File: config.mk
export PLATFORM = sky130hd
export DESIGN_NAME = alu_share_arb
export DESIGN_NICKNAME = d
export VERILOG_FILES = /design/src/rtl/alu_share_arb.sv
export SDC_FILE = /design/constraint.sdc
export NUM_CORES = 1
export LEC_CHECK = 0
export ABC_AREA = 1
export CAP_MARGIN = 25
export CORE_AREA = 3 3 70 72
export DETAILED_ROUTE_END_ITERATION = 8
export DIE_AREA = 0 0 73 75
export DONT_BUFFER_PORTS = 1
export GPL_TIMING_DRIVEN = 0
export SLEW_MARGIN = 20
export SYNTH_ARGS = -nofsm -noshare
export SYNTH_HDL_FRONTEND = slang
export SYNTH_SLANG_ARGS = --single-unit
File: constraint.sdc
create_clock -name clk -period 2.9 [get_ports clk]
set_input_delay 0.58 -clock clk [delete_from_list [all_inputs] [get_ports clk]]
set_output_delay 0.58 -clock clk [all_outputs]
set_load 0.005 [all_outputs]
File: src/rtl/alu_share_arb.sv
// Two-requester arbiter sharing one saturating ALU: round-robin grant, one-cycle registered
// result return with per-requester backpressure. Define ALU_ARB_FIXED_PRIO_EN for fixed priority plus starvation guard.
module alu_share_arb #(
  parameter int DATA_W  = 16,
  parameter int OPS_W   = 3,
  parameter int SHAMT_W = 4
) (
  input  logic               clk,
  input  logic               rst,
  input  logic [1:0]         req_valid,
  input  logic [OPS_W-1:0]   req0_ops,
  input  logic [DATA_W-1:0]  req0_src1,
  input  logic [DATA_W-1:0]  req0_src0,
  input  logic [SHAMT_W-1:0] req0_shamt,
  input  logic [OPS_W-1:0]   req1_ops,
  input  logic [DATA_W-1:0]  req1_src1,
  input  logic [DATA_W-1:0]  req1_src0,
  input  logic [SHAMT_W-1:0] req1_shamt,
  output logic [1:0]         gnt,
  output logic [1:0]         resp_valid,
  input  logic [1:0]         resp_ready,
  output logic [DATA_W-1:0]  resp0_data,
  output logic [DATA_W-1:0]  resp1_data,
  output logic [OPS_W-1:0]   alu_ops,
  output logic [DATA_W-1:0]  alu_src1,
  output logic [DATA_W-1:0]  alu_src0,
  output logic [SHAMT_W-1:0] alu_shamt,
  input  logic [DATA_W-1:0]  alu_dst,
  output logic               alu_flag_hold,
  output logic [7:0]         busy_cnt
);

  localparam logic [OPS_W-1:0] IDLE_OP = OPS_W'(2);

  logic [1:0] elig;

  // A requester whose previous result is still unconsumed may not issue again.
  assign elig = req_valid & (~resp_valid | resp_ready);

`ifdef ALU_ARB_FIXED_PRIO_EN
  logic [3:0] starve_cnt;

  always_comb begin
    gnt = 2'b00;
    if (!rst) begin
      if (elig[1] && (!elig[0] || starve_cnt == 4'hF)) gnt = 2'b10;
      else if (elig[0])                                gnt = 2'b01;
    end
  end

  always_ff @(posedge clk) begin
    if (rst)                                   starve_cnt <= '0;
    else if (gnt[1])                           starve_cnt <= '0;
    else if (elig[1] && starve_cnt != 4'hF)    starve_cnt <= starve_cnt + 4'd1;
  end
`else
  logic prio_ptr;

  // NOTE: every default is assigned before the branches so no path leaves gnt unassigned (no latch).
  always_comb begin
    gnt = 2'b00;
    if (!rst) begin
      if (elig == 2'b11) gnt = prio_ptr ? 2'b10 : 2'b01;
      else               gnt = elig;
    end
  end

  // NOTE: sequential state uses non-blocking assignments so all registers see pre-edge values.
  always_ff @(posedge clk) begin
    if (rst)         prio_ptr <= 1'b0;
    else if (gnt[0]) prio_ptr <= 1'b1;
    else if (gnt[1]) prio_ptr <= 1'b0;
  end
`endif

  always_comb begin
    alu_ops   = IDLE_OP;
    alu_src1  = '0;
    alu_src0  = '0;
    alu_shamt = '0;
    if (gnt[1]) begin
      alu_ops   = req1_ops;
      alu_src1  = req1_src1;
      alu_src0  = req1_src0;
      alu_shamt = req1_shamt;
    end else if (gnt[0]) begin
      alu_ops   = req0_ops;
      alu_src1  = req0_src1;
      alu_src0  = req0_src0;
      alu_shamt = req0_shamt;
    end
  end

  // Only the execute stage owns the N/Z/V flags; secondary and idle ops are masked.
  assign alu_flag_hold = ~gnt[0];

  // NOTE: result data registers are reset too, so a stale value never appears after reset.
  always_ff @(posedge clk) begin
    if (rst) begin
      resp_valid <= 2'b00;
      resp0_data <= '0;
      resp1_data <= '0;
    end else begin
      if (gnt[0]) begin
        resp_valid[0] <= 1'b1;
        resp0_data    <= alu_dst;
      end else if (resp_ready[0]) begin
        resp_valid[0] <= 1'b0;
      end
      if (gnt[1]) begin
        resp_valid[1] <= 1'b1;
        resp1_data    <= alu_dst;
      end else if (resp_ready[1]) begin
        resp_valid[1] <= 1'b0;
      end
    end
  end

  always_ff @(posedge clk) begin
    if (rst)                                         busy_cnt <= '0;
    else if ((|(req_valid & ~gnt)) && busy_cnt != 8'hFF) busy_cnt <= busy_cnt + 8'd1;
  end

endmodule

==> results.cfg <==
[yosys]
synth_cell_types = 24
yosys-top-cells-area = dfxtp_1, a22o_1, nand2_1
synth_area_um2 = 2080
syn_nets = 370
synth_top_cell_by_area = dfxtp_1
synth_xor_area_frac = 0.0169
synth_compound_area_frac = 0.190
synth-warning-count = 0
synth_cells = 269
synth_mux_area_frac = 0
synth-edff-count = 0
synth_seq_area_share = 0.415
synth_top_family_by_area = simple AND/OR/NAND/NOR gates
async_flop_share = 0
synth_fa_ha_area_frac = 0.00603
synth_top_area_share = 0.415
synth_seq_cells = 43
avgSynthCellArea_um2 = 7.72
synthSimpleGateAreaFrac = 0.301
ys.flop_type = dfxtp_1

[pwr]
power_switching_mw = 0.363
vdd_drop_max_mv = 0.337
p_per_area_nw_per_um2 = 595
total_leakage_power_nw = 1.07
pwr-share-comb = 0.130
pwr-share-seq = 0.500
power_switching_share = 0.270
clockPowerShare = 0.370
p_int_mw = 0.981

[global_routing]
grt_usage = 0.240
grt_antenna_before_repair = 0
grt_pass1_vias = 1742
grt_max_degree = 14
overflow = 0
grt_pass1_wl_mm = 9.62

[floorplanning]
fp.dieW_um = 73
io_pins = 184
start_util = 0.477
rows = 24
die_h_um = 75
dieArea_um2 = 5480
core_um2 = 4350

[sta]
hold_viol = 0
fin_skew_ns = 0.00561
slew_viol_final = 0
slew_headroom = 0.664
tightest_slew_ns = 0.504
hold_ws_ns = 0.388
period_minus_slack_ns = 2.26
fmax_mhz = 443
period_share = 0.779
setup_slack_ns = 0.641
tns_ns = 0
setup_viol = 0
rsz0062_at_grt = no

[clock_tree]
clk_path_buf_depth = 2
cts_setup_buffers = 0
clk_latency_ns = 0.29
cts_buffers = 5
clockRootBuffer = clkbuf_8
ctsHoldBuffers = 0
cts_tree = built
clkTransAtPathRegs_ns = 0.09
htreeDepth = 2
post_cts_resized = 0
clock_sinks = 43

[routing]
firstDrtPassIters = 4
drc = 0
routed_wl_mm = 7.05
vias_per_cell = 5.90
num_vias = 1942
drt-wirelength-per-cell_um = 21.4
ant_nets = 0
drt_iter0_drc = 86

[job]
max_cap_viol_count = 0

[placement]
hpwl_mm = 5.56
port_buffers = 0
place_ws_ns = 0.688
gp_congestion = 0.776
dpl_cell_area_um2 = 2140

[cells_and_area]
final_common_cell = nand2_1
finalInstanceArea_um2 = 2260
layout-drive-gt1-share = 0.112
fin_nets = 377
diodes = 0
layout_common_cells = nand2_1, nand3_1, dfxtp_1, a22o_1, a21oi_1
post-route-util = 0.519
area_growth_pct = 8.80

[worst_setup_path]
startpoint_type = flop
critPathKind = flop to primary output
r2r_cells = 7
required_ns = 2.32
r2r-start = busy_cnt[0]
reg2reg_to = busy_cnt[2]
cp-end-kind = primary output
path_max_fanout = 10
r2r_slack_ns = 1.43
cp.arrival_ns = 1.68

[outcome]
status = finished, final reports clean

[min_path]
whs_path_depth = 2
hold_class = primary input to flop
min_from = alu_dst[6]
hold_path_end = resp1_data[6]
-- worst max-delay path by stage --
stage	from	endpoint	slack [ns]	depth (start not counted)
after CTS	resp_valid[1]	alu_shamt[2]	0.62	8
after floorplan	resp_ready[1]	alu_shamt[1]	0.93	9
after detailed placement	resp_ready[1]	alu_shamt[2]	0.69	9
after global routing	resp_valid[1]	alu_shamt[2]	0.54	8
final	resp_valid[1]	alu_shamt[2]	0.64	8
after global placement	resp_ready[1]	alu_shamt[2]	0.70	9
-- cell usage after synthesis, drive strengths merged, types with 2 or more instances --
master and n:
xnor2 2, o21ai 2, dfxtp 43, nand2 90, xor2 2, a21oi 9
nor2 6, clkbuf 3, nand3 45, a22o 38, inv 10, buf 15
-- per-layer routing --
metal	wire length, um	global-route usage	vias up
li1	-	-	932
met1	2810	0.301	897
met2	3410	0.382	104
met3	719	0.0921	9
met4	110	0.0717	0
met5	0	0	-
-- flip-flops by register name, indices dropped and copies added, names as in the netlist --
name	cells
resp0_data	16
prio_ptr	1
busy_cnt	8
resp1_data	16
resp_valid	2
-- through the flow --
step | std cells | total power [mW]
6_report | 329 | 1.34
5_1_grt | 329 | 1.40
4_1_cts | 329 | 1.35
3_5_place_dp | 321 | 0.861
2_1_floorplan | 269 | 0.815
3_3_place_gp | 321 | 0.859
-- critical path, stage by stage (launching register included) --
cell	delay (ns)
dfxtp_1	0.34
nand2_1	0.11
nand2_1	0.06
nor2_1	0.08
nand2_1	0.08
buf_4	0.18
inv_4	0.12
buf_4	0.19
a22o_1	0.23
-- cell families (layout without fill, tap and decap cells) --
family,count (synthesis),count (layout)
flip-flops,43,43
XOR/XNOR,4,4
adder cells (fa/ha/maj),1,1
AND/OR/NAND/NOR,142,142
AO/OA/AOI/OAI,50,50
buffers and inverters,29,37
-- cell type report --
| cell class | instances | area, um^2 |
|---|---|---|
| Inverter | 11 | 43.8 |
| Clock buffer | 6 | 82.6 |
| Multi-Input combinational cell | 197 | 1070 |
| Clock inverter | 2 | 35.0 |
| Sequential cell | 43 | 861 |
| Tap cell | 52 | 65.1 |
| Buffer | 18 | 104 |
| Fill cell | 439 | 2100 |
-- power groups by stage --
stage / clock (mW) / sequential (mW) / combinational [mW]
after floorplan: 0 / 0.673 / 0.142
after global placement: 0 / 0.686 / 0.173
after detailed placement: 0 / 0.685 / 0.176
after CTS: 0.499 / 0.672 / 0.177
after global routing: 0.527 / 0.677 / 0.199
final: 0.498 / 0.672 / 0.175
No activity file was read; power rests on OpenSTA's default activity.
==> edit 1: new RTL, same flow settings <==
Change the parameter `DATA_W` from 16 to 18.
--- a/src/rtl/alu_share_arb.sv
+++ b/src/rtl/alu_share_arb.sv
@@ -2,5 +2,5 @@
 // result return with per-requester backpressure. Define ALU_ARB_FIXED_PRIO_EN for fixed priority plus starvation guard.
 module alu_share_arb #(
-  parameter int DATA_W  = 16,
+  parameter int DATA_W  = 18,
   parameter int OPS_W   = 3,
   parameter int SHAMT_W = 4
Interface: changed (9 resized); port bits go from 184 to 202. No check against the original RTL was run, so the function may have changed too.
==> edit 1 against the unedited design <==
Setup slack better by 0.053 ns; largest cell class unchanged; routed wire length grew 16%; synthesized area rose by 9.2%; total power is 1.6% higher; register-to-register slack is essentially flat; sequential power increased by 9.4%; sequential cell count grew 4; cell area increased by 7.6%.
==> edit 1: results (changes against the unedited design) <==
| Metric | Value |
|---|---|
| Run status | `finished, final reports clean (unchanged)` |
| Clkbuf count | `8 (was 6)` |
| Largest regs | `resp0_data x18, resp1_data x18, busy_cnt x8 (was resp0_data x16, resp1_data x16, busy_cnt x8)` |
| First-pass GRT wire length | `10,900 µm (was 9620 µm)` |
| Dpl cells | `344 (was 321)` |
| Cell area after placement | `2330 µm² (was 2140 µm²)` |
| WL final | `8150 µm (was 7050 µm)` |
| Sequential area share after synthesis | `41.5% (about the same)` |
| Non-clock buffer count | `21 (was 18)` |
| Inverters | `13 (was 11)` |
| # nets final | `410 (was 377)` |
| Vias in the first global route | `1,867 (was 1,742)` |
| Area of the multi-input gates | `1170 µm² (was 1070 µm²)` |
| 1st-iter DRT viols | `70 (was 86)` |
| Critical Path End | `alu_src1[14] (was alu_shamt[2])` |
| Worst r2r dst | `busy_cnt[7]$_SDFFE_PP0P_ (was busy_cnt[2]$_SDFFE_PP0P_)` |
| Buffer share of cell area | `4.32% (was 4.60%)` |
| Sequential share of cell area | `38.7% (was 38.1%)` |
| Clk tree area frac | `4.12% (was 5.21%)` |
| Metal-1 WL | `3080 µm (was 2810 µm)` |
| Crit path arrival time | `1.63 ns (was 1.68 ns)` |
| Initial antenna violation count | `1 (was 0)` |
| Max VDD drop | `0.000425 V (was 0.000337 V)` |
| Synth top area cells | `dfxtp_1 (42%), a22o_1 (16%), nand2_1 (15%), nand3_1 (11%), buf_2 (4.0%) (was dfxtp_1 (41%), a22o_1 (16%), nand2_1 (16%), nand3_1 (11%), buf_4 (2.5%))` |
| Slew @ Worst Pin | `0.505 ns (was 0.504 ns)` |
| Top Layer Used | `met5 (was met4)` |
| Final min period | `2.21 ns (was 2.26 ns)` |
| Routed length on met3 | `1170 µm (was 719 µm)` |
| GRT Total Usage | `27.7% (was 24.0%)` |
| HPWL Detailed | `6670 µm (was 5560 µm)` |
| Met2 Use GR | `41.4% (was 38.2%)` |
| Multi-input gates | `211 (was 197)` |
| Number of synthesized register bits | `47 (was 43)` |
| P_leak | `1.16 nW (was 1.07 nW)` |
| Synth Net Count | `403 (was 370)` |
[edit 1: cell types whose count changed in the layout (fill, tap and decap cells not counted), sizes merged, moves of 2 or more]
cell / delta
inv: +2
a22o: +4
buf: +4
nand3: +4
dfxtp: +4
nand4: +2
nand2: +5
[edit 1: power by group]
| group | total, mW | internal [mW] | switching [mW] |
|---|---|---|---|
| Combinational | 0.192 | 0.0742 | 0.118 |
| Clock | 0.439 | 0.218 | 0.221 |
| Sequential | 0.735 | 0.692 | 0.0433 |
| Total | 1.37 | 0.984 | 0.382 |
[edit 1: cells by family after synthesis]
| logic type | after synthesis | share of synthesized area (%) |
|---|---|---|
| AND/OR/NAND/NOR | 151 | 29.3 |
| AO/OA/AOI/OAI | 55 | 20.3 |
| flip-flops | 47 | 41.5 |
| buffers and inverters | 34 | 6.79 |
| XOR/XNOR | 4 | 1.55 |
| adder cells (fa/ha/maj) | 1 | 0.552 |
[edit 1: how the worst min path moves through the flow]
stage | start | to | slack [ns] | depth (start not counted)
floorplan | prio_ptr$_SDFFE_PP0P_ | prio_ptr$_SDFFE_PP0P_ | 0.44 | 2
global placement | prio_ptr$_SDFFE_PP0P_ | prio_ptr$_SDFFE_PP0P_ | 0.47 | 2
detailed placement | prio_ptr$_SDFFE_PP0P_ | prio_ptr$_SDFFE_PP0P_ | 0.48 | 2
CTS | alu_dst[16] | resp1_data[16]$_SDFFE_PP0P_ | 0.38 | 2
global route | alu_dst[0] | resp1_data[0]$_SDFFE_PP0P_ | 0.38 | 2
finish | alu_dst[5] | resp0_data[5]$_SDFFE_PP0N_ | 0.38 | 2
[edit 1: critical path: cells and delay by family, from the launching register on]
kind | cells | cell delay (ns)
buffers and inverters | 2 | 0.36
DFF | 1 | 0.34
AOI/OAI and AO/OA | 1 | 0.25
and+or+nand+nor | 4 | 0.38
==> edit 2: new RTL, config.mk and constraints unchanged <==
Without the edit above. Put a register stage on the output `alu_flag_hold`. The value now appears one clock later. The other outputs are not delayed to match.
--- a/src/rtl/alu_share_arb.sv
+++ b/src/rtl/alu_share_arb.sv
@@ -93,5 +93,7 @@
 
   // Only the execute stage owns the N/Z/V flags; secondary and idle ops are masked.
-  assign alu_flag_hold = ~gnt[0];
+  always_ff @(posedge clk) begin
+    alu_flag_hold <= ~gnt[0];
+  end
 
   // NOTE: result data registers are reset too, so a stale value never appears after reset.
Behaviour: not the same (Yosys sat finds a counterexample within 4 cycles, from zero or initial values and one cycle with rst high).
==> edit 2 against the unedited design <==
Routed wire length decreased by 2.2%; cell area is 0.72% lower; synthesized area rose by 0.96%; total power is 8.5% lower; via count up 0.51%; core utilization shrank 0.37 points; final cell count stayed put; setup slack worse by 0.0025 ns; sequential cell count up 1; largest power group unchanged.
==> edit 2: results (changes against the unedited design) <==
| Metric | Value |
|---|---|
| Run status | `finished, final reports clean (unchanged)` |
| Final setup margin | `0.638 ns (was 0.641 ns)` |
| Layout cell share with drive strength beyond 1 | `10.8% (was 11.2%)` |
| Pre-CTS setup slack | `0.696 ns (was 0.688 ns)` |
| First-pass GRT wire length | `9130 µm (was 9620 µm)` |
| Synth cell count leaders | `nand2_1 (87), dfxtp_1 (44), nand3_1 (44), a22o_1 (38), a21oi_1 (9) (was nand2_1 (87), nand3_1 (44), dfxtp_1 (43), a22o_1 (38), a21oi_1 (9))` |
| HPWL Detailed | `5550 µm (was 5560 µm)` |
| Placer Congestion | `0.773 (was 0.776)` |
| Slew margin rel. | `68.7% (was 66.4%)` |
| P_leak | `1.06 nW (was 1.07 nW)` |
| Worst r2r dst | `busy_cnt[5]$_SDFFE_PP0P_ (was busy_cnt[2]$_SDFFE_PP0P_)` |
| # nets final | `378 (was 377)` |
| Synth Net Count | `371 (was 370)` |
| Hold EP | `resp1_data[7]$_SDFFE_PP0P_ (was resp1_data[6]$_SDFFE_PP0P_)` |
| Synth top area cells | `dfxtp_1 (42%), a22o_1 (16%), nand2_1 (16%), nand3_1 (11%), buf_4 (2.5%) (was dfxtp_1 (41%), a22o_1 (16%), nand2_1 (16%), nand3_1 (11%), buf_4 (2.5%))` |
| Sequential area share after synthesis | `42.0% (was 41.5%)` |
| Hold_ws | `0.390 ns (was 0.388 ns)` |
| Dpl cells | `322 (was 321)` |
| Filler instances | `453 (was 439)` |
| Synth Instances | `270 (was 269)` |
| Max VDD drop | `0.000361 V (was 0.000337 V)` |
| Worst Hold Launch | `alu_dst[7] (was alu_dst[6])` |
| WL/cell | `20.9 µm (was 21.4 µm)` |
| Clock skew | `0.00573 ns (was 0.00561 ns)` |
| GRT Total Usage | `22.8% (was 24.0%)` |
| Initial antenna violation count | `2 (was 0)` |
-- edit 2: cell types whose count changed after synthesis --
cell / before / now
dfxtp_1: 43 / 44
-- edit 2: how the worst max path moves through the flow --
stage,cells past startpoint,startpoint,to
after CTS,8,resp_valid[1]$_SDFFE_PP0P_,alu_src1[13]
final,8,resp_valid[1]$_SDFFE_PP0P_,alu_src1[11]
after detailed placement,9,resp_ready[1],alu_src1[13]
after floorplan,9,resp_ready[1],alu_shamt[1]
after global routing,8,resp_valid[1]$_SDFFE_PP0P_,alu_src1[13]
after global placement,8,resp_ready[0],alu_src1[14]
-- edit 2: metal layers --
| layer | routed length, µm | GRT usage (%) | vias up | part of all wire, % |
|---|---|---|---|---|
| met4 | 31 | 5.53 | 4 | 0.45 |
| met1 | 2650 | 27.7 | 893 | 39 |
| met5 | 40 | 0 | - | 0.58 |
| li1 | - | - | 936 | - |
| met3 | 887 | 12.3 | 8 | 13 |
| met2 | 3270 | 35.7 | 111 | 48 |
-- edit 2: power breakdown --
group | total [mW] | switching [mW] | internal (mW)
combinational | 0.173 | 0.104 | 0.0692
sequential | 0.686 | 0.0384 | 0.648
clock | 0.372 | 0.209 | 0.163
total | 1.23 | 0.351 | 0.880
-- edit 2: kinds of logic after synthesis --
logic type	count (synthesis)	synth area share (%)
AND/OR/NAND/NOR	142	29.9
AO/OA/AOI/OAI	50	18.8
flip-flops	44	42.0
buffers and inverters	29	7.04
XOR/XNOR	4	1.67
adder cells (fa/ha/maj)	1	0.597
-- edit 2: worst max-delay path: stages (launching register included) --
cell and delay (ns):
dfxtp_1 0.34, nand2_1 0.12, nand2_1 0.06, nor2_1 0.08, nand2_1 0.07, buf_4 0.18, inv_4 0.13, buf_4 0.19
a22o_1 0.20
-- edit 2: layout make-up --
type / count / area [µm²] / share of cell area [%]
clock inverter: 2 / 12.5 / 0.558
multi-input combinational: 197 / 1070 / 47.6
clock buffer: 5 / 68.8 / 3.07
inverter: 11 / 43.8 / 1.95
sequential: 44 / 881 / 39.3
buffer: 18 / 104 / 4.63
tap: 52 / 65.1 / 2.90
